`config.mk`:
```
export PLATFORM = sky130hd
export DESIGN_NAME = reset_sequencer
export DESIGN_NICKNAME = d
export VERILOG_FILES = /design/src/rtl/reset_sequencer.sv
export SDC_FILE = /design/constraint.sdc
export NUM_CORES = 1
export LEC_CHECK = 0
export ABC_AREA = 1
export ABC_CLOCK_PERIOD_IN_PS = 2100
export BUFFER_PORTS_ARGS = -buffer_cell sky130_fd_sc_hd__buf_2
export CAP_MARGIN = 5
export CORE_ASPECT_RATIO = 0.7
export CORE_MARGIN = 4
export CORE_UTILIZATION = 50
export CTS_CLUSTER_SIZE = 28
export DETAILED_ROUTE_END_ITERATION = 10
export PLACE_DENSITY = 0.68
export REMOVE_ABC_BUFFERS = 1
export SLEW_MARGIN = 20
export SYNTH_ARGS = -nofsm -noshare
export SYNTH_HDL_FRONTEND = slang
export SYNTH_SLANG_ARGS = --single-unit
```
`constraint.sdc`:
```
create_clock -name clk -period 2.1 [get_ports clk]
set_input_delay 0.21 -clock clk [delete_from_list [all_inputs] [get_ports clk]]
set_output_delay 0.21 -clock clk [all_outputs]
set_load 0.05 [all_outputs]
```
`src/rtl/reset_sequencer.sv`:
```
// reset_sequencer: releases NUM_STAGES subsystem resets one at a time after
// the board reset deasserts. Each stage waits for its ready handshake (or a
// timeout, which is recorded in errMask) before the next stage is released.
// A software soft-reset request re-asserts every stage reset for a fixed
// hold time and then restarts the sequence from stage 0.
module reset_sequencer #(
    parameter int NUM_STAGES      = 3,
    parameter int STAGE_DELAY     = 16,
    parameter int TIMEOUT         = 65535,
    parameter int SOFT_RST_CYCLES = 32
) (
    input  logic                  clk,
    input  logic                  rst,
    input  logic                  softRstReq,
    input  logic [NUM_STAGES-1:0] stageDone,
    output logic [NUM_STAGES-1:0] stageRst,
    output logic                  sysReady,
    output logic [2:0]            curStage,
    output logic [NUM_STAGES-1:0] errMask
);

    // The delay counter is shared by the per-stage delay and the soft-reset hold.
    localparam int DLY_MAX = (STAGE_DELAY > SOFT_RST_CYCLES) ? STAGE_DELAY : SOFT_RST_CYCLES;
    localparam int DW      = $clog2(DLY_MAX) + 1;
    localparam int TW      = $clog2(TIMEOUT) + 1;

    localparam logic [DW-1:0] DLY_LAST   = DW'(STAGE_DELAY - 1);
    localparam logic [DW-1:0] SOFT_LAST  = DW'(SOFT_RST_CYCLES - 1);
    localparam logic [DW-1:0] DLY_ONE    = DW'(1);
    localparam logic [TW-1:0] TO_LAST    = TW'(TIMEOUT - 1);
    localparam logic [TW-1:0] TO_ONE     = TW'(1);
    localparam logic [2:0]    LAST_STAGE = 3'(NUM_STAGES - 1);

    typedef enum logic [1:0] {
        ST_DELAY = 2'd0,
        ST_WAIT  = 2'd1,
        ST_RUN   = 2'd2,
        ST_SOFT  = 2'd3
    } seqState_e;

    seqState_e             state;
    seqState_e             nextState;
    logic [DW-1:0]         dlyCnt;
    logic [TW-1:0]         toCnt;

    logic [DW-1:0]         dlyCntNext;
    logic [TW-1:0]         toCntNext;
    logic [NUM_STAGES-1:0] stageRstNext;
    logic                  sysReadyNext;
    logic [2:0]            curStageNext;
    logic [NUM_STAGES-1:0] errMaskNext;

    logic [NUM_STAGES-1:0] stageSel;
    logic                  doneNow;
    logic                  softHit;
    logic                  lastStage;

    // Decode the current stage index into a one-hot select and its handshake.
    always_comb begin
        for (int k = 0; k < NUM_STAGES; k++) begin
            stageSel[k] = (curStage == 3'(k));
        end
        doneNow   = |(stageDone & stageSel);
        softHit   = softRstReq && (state != ST_SOFT);
        lastStage = (curStage == LAST_STAGE);
    end

    // State register.
    always_ff @(posedge clk or posedge rst) begin
        if (rst) begin
            state <= ST_DELAY;
        end else begin
            state <= nextState;
        end
    end

    // Next-state logic; a soft-reset request outranks every other transition.
    always_comb begin
        nextState = state;
        if (softHit) begin
            nextState = ST_SOFT;
        end else begin
            case (state)
                ST_DELAY: begin
                    if (dlyCnt == DLY_LAST) begin
                        nextState = ST_WAIT;
                    end else begin
                        nextState = ST_DELAY;
                    end
                end
                ST_WAIT: begin
                    if (doneNow || (toCnt == TO_LAST)) begin
                        nextState = lastStage ? ST_RUN : ST_DELAY;
                    end else begin
                        nextState = ST_WAIT;
                    end
                end
                ST_RUN: begin
                    nextState = ST_RUN;
                end
                ST_SOFT: begin
                    if (dlyCnt == SOFT_LAST) begin
                        nextState = ST_DELAY;
                    end else begin
                        nextState = ST_SOFT;
                    end
                end
                default: begin
                    nextState = ST_DELAY;
                end
            endcase
        end
    end

    // Next values of the counters and the registered outputs.
    always_comb begin
        dlyCntNext   = dlyCnt;
        toCntNext    = toCnt;
        stageRstNext = stageRst;
        sysReadyNext = sysReady;
        curStageNext = curStage;
        errMaskNext  = errMask;
        if (softHit) begin
            dlyCntNext   = {DW{1'b0}};
            toCntNext    = {TW{1'b0}};
            stageRstNext = {NUM_STAGES{1'b1}};
            sysReadyNext = 1'b0;
            curStageNext = 3'd0;
            errMaskNext  = {NUM_STAGES{1'b0}};
        end else begin
            case (state)
                ST_DELAY: begin
                    if (dlyCnt == DLY_LAST) begin
                        dlyCntNext   = {DW{1'b0}};
                        stageRstNext = stageRst & ~stageSel;
                    end else begin
                        dlyCntNext = dlyCnt + DLY_ONE;
                    end
                end
                ST_WAIT: begin
                    if (doneNow || (toCnt == TO_LAST)) begin
                        toCntNext = {TW{1'b0}};
                        // A handshake on the timeout edge still counts as on time.
                        if (!doneNow) begin
                            errMaskNext = errMask | stageSel;
                        end else begin
                            errMaskNext = errMask;
                        end
                        if (lastStage) begin
                            sysReadyNext = 1'b1;
                        end else begin
                            curStageNext = curStage + 3'd1;
                        end
                    end else begin
                        toCntNext = toCnt + TO_ONE;
                    end
                end
                ST_RUN: begin
                    sysReadyNext = sysReady;
                end
                ST_SOFT: begin
                    if (dlyCnt == SOFT_LAST) begin
                        dlyCntNext = {DW{1'b0}};
                    end else begin
                        dlyCntNext = dlyCnt + DLY_ONE;
                    end
                end
                default: begin
                    dlyCntNext = {DW{1'b0}};
                end
            endcase
        end
    end

    // Output and counter registers; rst forces the power-on values at once.
    always_ff @(posedge clk or posedge rst) begin
        if (rst) begin
            dlyCnt   <= {DW{1'b0}};
            toCnt    <= {TW{1'b0}};
            stageRst <= {NUM_STAGES{1'b1}};
            sysReady <= 1'b0;
            curStage <= 3'd0;
            errMask  <= {NUM_STAGES{1'b0}};
        end else begin
            dlyCnt   <= dlyCntNext;
            toCnt    <= toCntNext;
            stageRst <= stageRstNext;
            sysReady <= sysReadyNext;
            curStage <= curStageNext;
            errMask  <= errMaskNext;
        end
    end

endmodule

```
==> results of run 1 <==
[power by group through the flow]
stage | clock [mW] | combinational (mW) | sequential (mW)
6_report | 0.553 | 1.17 | 0.953
5_1_grt | 0.609 | 1.31 | 0.975
4_1_cts | 0.567 | 1.18 | 0.953
3_5_place_dp | 0 | 1.18 | 0.964
3_3_place_gp | 0 | 1.16 | 0.960
2_1_floorplan | 0 | 0.751 | 1.11
[final cells by class]
cell class	count	area share (%)
Timing Repair Buffer	17	3.71
Multi-Input combinational cell	218	47.6
Clock buffer	8	4.12
Sequential cell	35	36.2
Tap cell	52	2.68
Inverter	36	5.67
[final timing paths]
kind	start	endpoint	cells past startpoint	slack [ns]
setup / recovery	curStage[0]$_DFFE_PP0P_	errMask[2]$_DFFE_PP0P_	10	0.47
hold / removal	rst	toCnt[3]$_DFFE_PP0N_	3	0.007
setup reg to reg	curStage[0]$_DFFE_PP0P_	errMask[2]$_DFFE_PP0P_	10	0.47
hold reg to reg	stageRst[1]$_DFFE_PP1P_	stageRst[1]$_DFFE_PP1P_	2	0.48
max in group asynchronous	rst	stageRst[1]$_DFFE_PP1P_	3	1.76
min in group clk	softRstReq	state[1]$_DFF_PP0_	3	0.23
[critical path: cells and delay by family (launching register included)]
kind,cells,cell delay (ns)
AND/OR/NAND/NOR,6,0.47
AO/OA/AOI/OAI,1,0.22
flip-flops,1,0.41
adder cells (fa/ha/maj),1,0.21
buffers and inverters,2,0.21
[through the flow]
stage | setup WS, ns | cells
3_3_place_gp | 0.487 | 358
6_report | 0.471 | 366
3_5_place_dp | 0.501 | 358
4_1_cts | 0.484 | 366
5_1_grt | 0.334 | 366
2_1_floorplan | 0.321 | 289
[cells in the mapped netlist, types with 2 or more instances]
cell type / n
nand2_1: 83
nor2_1: 34
dfrtp_1: 32
inv_1: 29
nand3_1: 23
o21ai_0: 11
nand4_1: 10
a21oi_1: 8
nand2_2: 8
xor2_1: 8
ha_1: 7
inv_2: 5
o21ai_1: 5
dfstp_2: 3
nand3b_1: 3
nor2_2: 3
buf_2: 2
nand2_4: 2
nand3_2: 2
o21ai_2: 2
[cell families (layout without fill, tap and decap cells)]
logic type	count (synthesis)	count (layout)	synth area share (%)
compound gates	30	30	8.03
simple gates	172	172	37.0
flops	35	35	40.0
xor+xnor	9	9	3.59
buf+inv	40	61	7.40
fa+ha+maj	7	7	3.99
[state kept, by name (all words and copies together) (netlist names)]
name      count
toCnt        17
dlyCnt        6
curStage      3
errMask       3
stageRst      3
state         2
sysReady      1
[layer usage]
layer | vias to the layer above | GRT usage, %
li1 | 976 | -
met1 | 815 | 29.4
met2 | 32 | 24.4
met3 | 6 | 6.51
met4 | 0 | 6.70
met5 | - | 0
==> results.cfg, run 1 <==
[timing]
slew_viol_final = 0
hold_viol = 0
rsz0062_at_grt = no
fin_skew_ns = 0.00447
timing.hold.ws_ns = 0.00735
setup_viol = 0
slew_headroom_pct = 69.8
worstMarginPinSlew_ns = 0.453
fin_crit_ns = 1.63
fin_setup_tns_ns = 0
fmax_mhz = 614
period_share_pct = 77.6

[final_layout]
stdcell_area_sq_um = 2430
fillCellCount = 370
nNetsFinal = 326
layout_commonest_cell = nand2_1
finish.utilization_pct = 59.7
num_antenna_cells = 0
multiInputGateArea_sq_um = 1150
ff_latch_area_sq_um = 880
syn_to_final_growth_pct = 10.5
final_cell_mix = nand2_1, nor2_1, dfrtp_1
drive_gt1_share_pct = 17.5

[status]
status = finished, final reports clean

[place]
dp_hpwl_um = 3520
gp_congestion = 0.859
dpl_cell_area_sq_um = 2330
portBuffers = 15

[power_and_ir_drop]
combPwrFrac_pct = 43.8
p_sw_mw = 1.21
p_int_mw = 1.47
seqPwrFrac_pct = 35.6
peakVddDrop_v = 0.000701
p_per_area_nw_per_um2 = 1100
leakage_nw = 1.22
power.total_mw = 2.68
switching_share_pct = 45.1
clkPwrFrac_pct = 20.6

[global_routing]
grt_pass1_wl_um = 8160
grt_max_degree = 36
grtUsageTotal_pct = 19.2
gr-total-overflow = 0
grt_pass1_vias = 1693
antenna_found_initial = 0

[drt]
wl_met2_um = 1760
route.detailed.drc = 0
viasPerCell = 5.00
dr.pass1.iters = 4
drt-total-wl_um = 4740
dr_wl_met3_um = 245
drt-initial-drc-count = 80
maxUsedRoutingLayer = met4
wl_met1_um = 2670
wire_per_inst_um = 13.0
antenna_left = 0
vias = 1829

[clock_network]
hold_buffers = 0
cts_max_path_buffers = 2
cts_num_sinks = 35
clkSlewWorstSetupHoldPaths_ns = 0.07
cts_resized = 0
cts_tree = done
cts-root-buf = clkbuf_8
cts_made_buffers = 5
h-tree-depth = 2
clock_latency_ns = 0.30
post_cts_buffers = 0

[critical_path]
cp-end-kind = register
cp_slowest_cell = dfrtp_1
worst_ep_arrival_time_ns = 1.82
path_class = register to register
max_stage_delay_ns = 0.41
required_ns = 2.29
crit_chain = inv_1, ha_1, nand2_2, inv_1, nand2_1, nand3_1, o21ai_2, nand2_2, nand2_1, nand2_1
critPathMaxFanout = 5
crit_path_frequent_cell = nand2_1
startpoint_type = register

[floorplanning]
ios = 16
start_util_pct = 54.0
core_area_sq_um = 4070
die_h_um = 63.5
rows = 19
fp.dieW_um = 87.2
die-area_sq_um = 5540

[synth]
synth-main-ff-cell = dfrtp_1
ys_warn_count = 0
syn_area_sq_um = 2200
ys_top_cells_by_area = dfrtp_1, nand2_1, nor2_1
synth_cell_type_count = 33
synth_edf_count = 0
synth_top_cell_by_area = dfrtp_1
yosysTopAreaCellShare_pct = 36.4
ys_seq_elements = 35
yosysSeqAreaShare_pct = 40.0
ys_async_sr_fraction_pct = 100
syn_inst = 293
avgSynthCellArea_sq_um = 7.50

[hold_path]
hold_class = input pin to asynchronous set/reset pin

[flow_run]
drv_cap = 0
No activity file was read; power rests on OpenSTA's default activity.
==> run 2, diff against run 1 <==
ABC_CLOCK_PERIOD_IN_PS = 1400   (was 2100)
PLACE_DENSITY = 0.71   (was 0.68)
clock period = 1.4 ns   (was 2.1 ns; I/O delays follow)
==> results.cfg, run 2 (synthesis results as in run 1) <==
[status]
status = finished with violations
violations = setup timing

[power_and_ir_drop]
leakage_nw = 1.41
peakVddDrop_v = 0.00117
power.total_mw = 4.83
p_per_area_nw_per_um2 = 1640

[final_layout]
layout_commonest_cell = nand2_1
stdcell_area_sq_um = 2930
reg_top3 = toCnt x17, dlyCnt x6
largest-register = toCnt
drive_gt1_share_pct = 36.1
largest_register_ffs = 17
nNetsFinal = 361
num_antenna_cells = 0
final_cell_mix = nand2_1, dfrtp_1, buf_4
fillCellCount = 291
syn_to_final_growth_pct = 33.5

[global_routing]
grt_pass1_wl_um = 9330
antenna_found_initial = 0
grt_pass1_vias = 1891
grt_use_met1_pct = 34.0
grtUsageTotal_pct = 21.8
use_met2_pct = 29.8
top_usage_layer = met1
use_met3_pct = 5.73
gr-total-overflow = 0
grt_max_degree = 36

[timing]
setup_viol = 25
slew_headroom_pct = 70.2
slew_viol_final = 0
fin_skew_ns = 0.00834
fmax_mhz = 653
fin_crit_ns = 1.53
hold_viol = 0
timing.hold.ws_ns = 0.151
worstMarginPinSlew_ns = 0.447
layout_setup_ws_ns = -0.131
rsz0062_at_grt = yes
period_share_pct = 109

[critical_path]
crit_chain = buf_6, ha_4, nand2_4, nor2_4, nor2_8, buf_12, nand4_4, o21ai_2
path_class = register to register
critPathMaxFanout = 5
worst_ep_arrival_time_ns = 1.75
cp_slowest_cell = dfrtp_1
startpoint_type = register
max_stage_delay_ns = 0.42
required_ns = 1.62
cp-end-kind = register

[clock_network]
cts_max_path_buffers = 2
h-tree-depth = 2
clkSlewWorstSetupHoldPaths_ns = 0.08
cts_made_buffers = 5
cts-root-buf = clkbuf_8
cts_tree = done
cts_num_sinks = 35
clock_latency_ns = 0.29

[place]
gp_congestion = 0.903
dpl_cell_area_sq_um = 2540
portBuffers = 15
dp_hpwl_um = 3930

[floorplanning]
start_util_pct = 54.0
core_area_sq_um = 4070
die_h_um = 63.5
rows = 19
fp.dieW_um = 87.2
ios = 16
die-area_sq_um = 5540

[drt]
drt-initial-drc-count = 229
dr.pass1.iters = 4
wire_per_inst_um = 14.3
vias = 2066
antenna_left = 0
route.detailed.drc = 0
viasPerCell = 5.15
drt-total-wl_um = 5720

[hold_path]
hold_class = input pin to register

[flow_run]
drv_cap = 0
[run 2: changes by cell type in the layout (fill, tap and decap cells not counted), moves of 6 or more]
cell,before,now
nor2_2,3,10
ha_1,7,1
buf_4,2,32
nor2_1,34,22
o21ai_0,11,5
[run 2: what timing repair did]
action | CTS | global route
setup buffers | 1 | 4
hold endpoints to repair | 32 | 0
resized for setup | 31 | 33
setup endpoints to repair | 34 | 34
cloned | 0 | 0
pin swaps | 14 | 21
hold buffers | 1 | 0
[run 2: worst paths after layout]
| path | from | to | slack (ns) | cells after the start |
|---|---|---|---|---|
| worst max-delay path | curStage[1]$_DFFE_PP0P_ | toCnt[14]$_DFFE_PP0N_ | -0.13 | 8 |
| worst min-delay path | softRstReq | state[1]$_DFF_PP0_ | 0.15 | 3 |
| worst max register to register | curStage[1]$_DFFE_PP0P_ | toCnt[14]$_DFFE_PP0N_ | -0.13 | 8 |
| worst min register to register | errMask[2]$_DFFE_PP0P_ | errMask[2]$_DFFE_PP0P_ | 0.49 | 2 |
| max in group asynchronous | rst | stageRst[2]$_DFFE_PP1P_ | 0.58 | 4 |
| min in group asynchronous | rst | errMask[0]$_DFFE_PP0P_ | 0.49 | 4 |
[run 2: report_power, final]
part / internal, mW / switching [mW]
registers: 1.22 / 0.184
clock network: 0.449 / 0.374
logic: 1.02 / 1.57
total: 2.69 / 2.13
[run 2: worst max-delay path: cells and delay by family (launching register included)]
kind                     cells  cell delay (ns)
buffers and inverters        2             0.26
flip-flops                   1             0.42
AO/OA/AOI/OAI                1             0.18
adder cells (fa/ha/maj)      1             0.15
AND/OR/NAND/NOR              4             0.45
[run 2: routing by layer]
layer | share of wire [%] | vias up
li1 | - | 1051
met1 | 50 | 944
met2 | 41 | 65
met3 | 7.4 | 6
met4 | 1.1 | 0
met5 | 0 | -
[run 2: layout make-up]
| cell class | instances | area (sq um) | area share, % |
|---|---|---|---|
| multi-input cells | 218 | 1370 | 46.7 |
| clock buffers | 8 | 100 | 3.41 |
| repair buffers | 52 | 379 | 12.9 |
| inverters | 36 | 140 | 4.78 |
| well taps | 52 | 65.1 | 2.22 |
| flip-flops and latches | 35 | 880 | 30.0 |
[run 2: stage by stage]
stage / cells / TNS [ns] / worst slack [ns] / util (%)
floorplan: 289 / -8.54 / -0.379 / -
global placement: 387 / -1.10 / -0.100 / 62.6
detailed placement: 387 / -2.37 / -0.153 / 62.6
CTS: 397 / -1.21 / -0.0980 / 68.2
global route: 401 / -3.99 / -0.193 / 72.2
finish: 401 / -2.16 / -0.131 / 72.2
==> run 3, diff against run 2 <==
MAX_ROUTING_LAYER = met4   (was not set)
SKIP_LAST_GASP = 1   (was not set)
==> results.cfg, run 3 (synthesis results as in run 1) <==
[clock_network]
h-tree-depth = 2
cts_made_buffers = 5
cts-root-buf = clkbuf_8
cts_tree = done
cts_max_path_buffers = 2
clkSlewWorstSetupHoldPaths_ns = 0.07
clock_latency_ns = 0.29
cts_num_sinks = 35

[drt]
dr.pass1.iters = 5
vias = 2077
drt-total-wl_um = 5790
antenna_left = 0
viasPerCell = 5.18
wire_per_inst_um = 14.4
drt-initial-drc-count = 198
route.detailed.drc = 0

[timing]
fin_skew_ns = 0.00312
rsz0062_at_grt = yes
fin_crit_ns = 1.55
slew_viol_final = 0
fmax_mhz = 646
setup_viol = 25
worstMarginPinSlew_ns = 0.452
hold_viol = 0
slew_headroom_pct = 69.9
timing.hold.ws_ns = 0.151
layout_setup_ws_ns = -0.148
period_share_pct = 111

[final_layout]
drive_gt1_share_pct = 36.4
fillCellCount = 293
nNetsFinal = 361
syn_to_final_growth_pct = 33.8
largest-register = toCnt
num_antenna_cells = 0
final_cell_mix = nand2_1, dfrtp_1, buf_4
layout_commonest_cell = nand2_1
largest_register_ffs = 17
reg_top3 = toCnt x17, dlyCnt x6

[critical_path]
cp-startpoint = toCnt[0]$_DFFE_PP0N_
r2r-start = toCnt[0]$_DFFE_PP0N_
required_ns = 1.58
worst_ep_arrival_time_ns = 1.73
path_class = register to register
r2r-end = toCnt[3]$_DFFE_PP0N_
cp-end-kind = register
ff2ff_setup_slack_ns = -0.15
startpoint_type = register
critPathMaxFanout = 7
r2r_cells = 9
worstSetupEndpoint = toCnt[3]$_DFFE_PP0N_

[global_routing]
grt_max_degree = 36
grt_pass1_vias = 1889
antenna_found_initial = 0
grtUsageTotal_pct = 22.4
gr-total-overflow = 0
grt_pass1_wl_um = 9340

[power_and_ir_drop]
power.total_mw = 4.84
combPwrFrac_pct = 54.0
seqPwrFrac_pct = 29.0
switching_share_pct = 44.7
p_int_mw = 2.68
p_per_area_nw_per_um2 = 1650
peakVddDrop_v = 0.00120
clkPwrFrac_pct = 17.0
p_sw_mw = 2.17
leakage_nw = 1.41

[place]
gp_congestion = 0.918
portBuffers = 15
dp_slack_ns = -0.153
dp_hpwl_um = 3930

[status]
status = finished with violations
violations = setup timing

[floorplanning]
core_area_sq_um = 4070
ios = 16
die-area_sq_um = 5540
fp.dieW_um = 87.2
start_util_pct = 54.0
die_h_um = 63.5
rows = 19

[hold_path]
hold_class = input pin to register

[flow_run]
drv_cap = 0
==> run 3: cell counts in the layout (fill, tap and decap cells not counted) <==
No cell type changed its count.
==> run 3: worst min-delay path by stage <==
stage,cells after the start,slack (ns),startpoint,to
6_report,3,0.15,softRstReq,state[1]$_DFF_PP0_
5_1_grt,3,0.16,softRstReq,state[1]$_DFF_PP0_
4_1_cts,3,0.14,softRstReq,state[1]$_DFF_PP0_
3_5_place_dp,3,0.26,rst,sysReady$_DFFE_PP0P_
3_3_place_gp,3,0.26,rst,toCnt[7]$_DFFE_PP0N_
2_1_floorplan,2,0.28,softRstReq,state[1]$_DFF_PP0_
==> run 3: what timing repair did <==
action,in CTS,in global routing
hold endpoints to repair,32,0
hold buffers,1,0
setup endpoints to repair,34,34
gates resized for setup,28,38
pin swaps,14,17
setup buffers,1,4
==> run 3: stage by stage <==
| stage | setup TNS (ns) | util (%) | area [sq um] | std cells |
|---|---|---|---|---|
| 2_1_floorplan | -8.54 | - | 2170 | 289 |
| 3_3_place_gp | -1.10 | 62.6 | 2540 | 387 |
| 3_5_place_dp | -2.37 | 62.6 | 2540 | 387 |
| 4_1_cts | -1.32 | 68.0 | 2770 | 397 |
| 5_1_grt | -4.39 | 72.3 | 2940 | 401 |
| 6_report | -2.44 | 72.3 | 2940 | 401 |
==> run 3: layout make-up <==
class,count,area (sq um),share of cell area (%)
Sequential cell,35,880,29.9
Multi-Input combinational cell,218,1380,46.8
Inverter,36,138,4.68
Timing Repair Buffer,52,383,13.0
Tap cell,52,65.1,2.21
Clock buffer,8,100,3.40
==> run 3: power by group through the flow <==
stage / Clock [mW] / Sequential [mW] / Combinational (mW)
5_1_grt: 0.902 / 1.43 / 2.85
4_1_cts: 0.843 / 1.39 / 2.34
3_3_place_gp: 0 / 1.39 / 2.08
3_5_place_dp: 0 / 1.39 / 2.11
6_report: 0.825 / 1.40 / 2.61
2_1_floorplan: 0 / 1.67 / 1.13
==> run 3: critical path, stage by stage (launching register included) <==
cell and delay, ns:
dfrtp_1 0.39, inv_2 0.08, ha_4 0.16, nand4_1 0.12, nor2_1 0.16, nand2_2 0.12, nand3_4 0.18, nand2_8 0.09
inv_4 0.10, nor2_1 0.05
==> run 3: per-layer routing <==
| metal | vias to the layer above | part of all wire (%) | track usage [%] |
|---|---|---|---|
| li1 | 1054 | - | - |
| met1 | 944 | 49 | 33.6 |
| met2 | 67 | 42 | 30.3 |
| met3 | 12 | 7.2 | 5.73 |
| met4 | 0 | 1.5 | 4.21 |
| met5 | - | 0 | - |
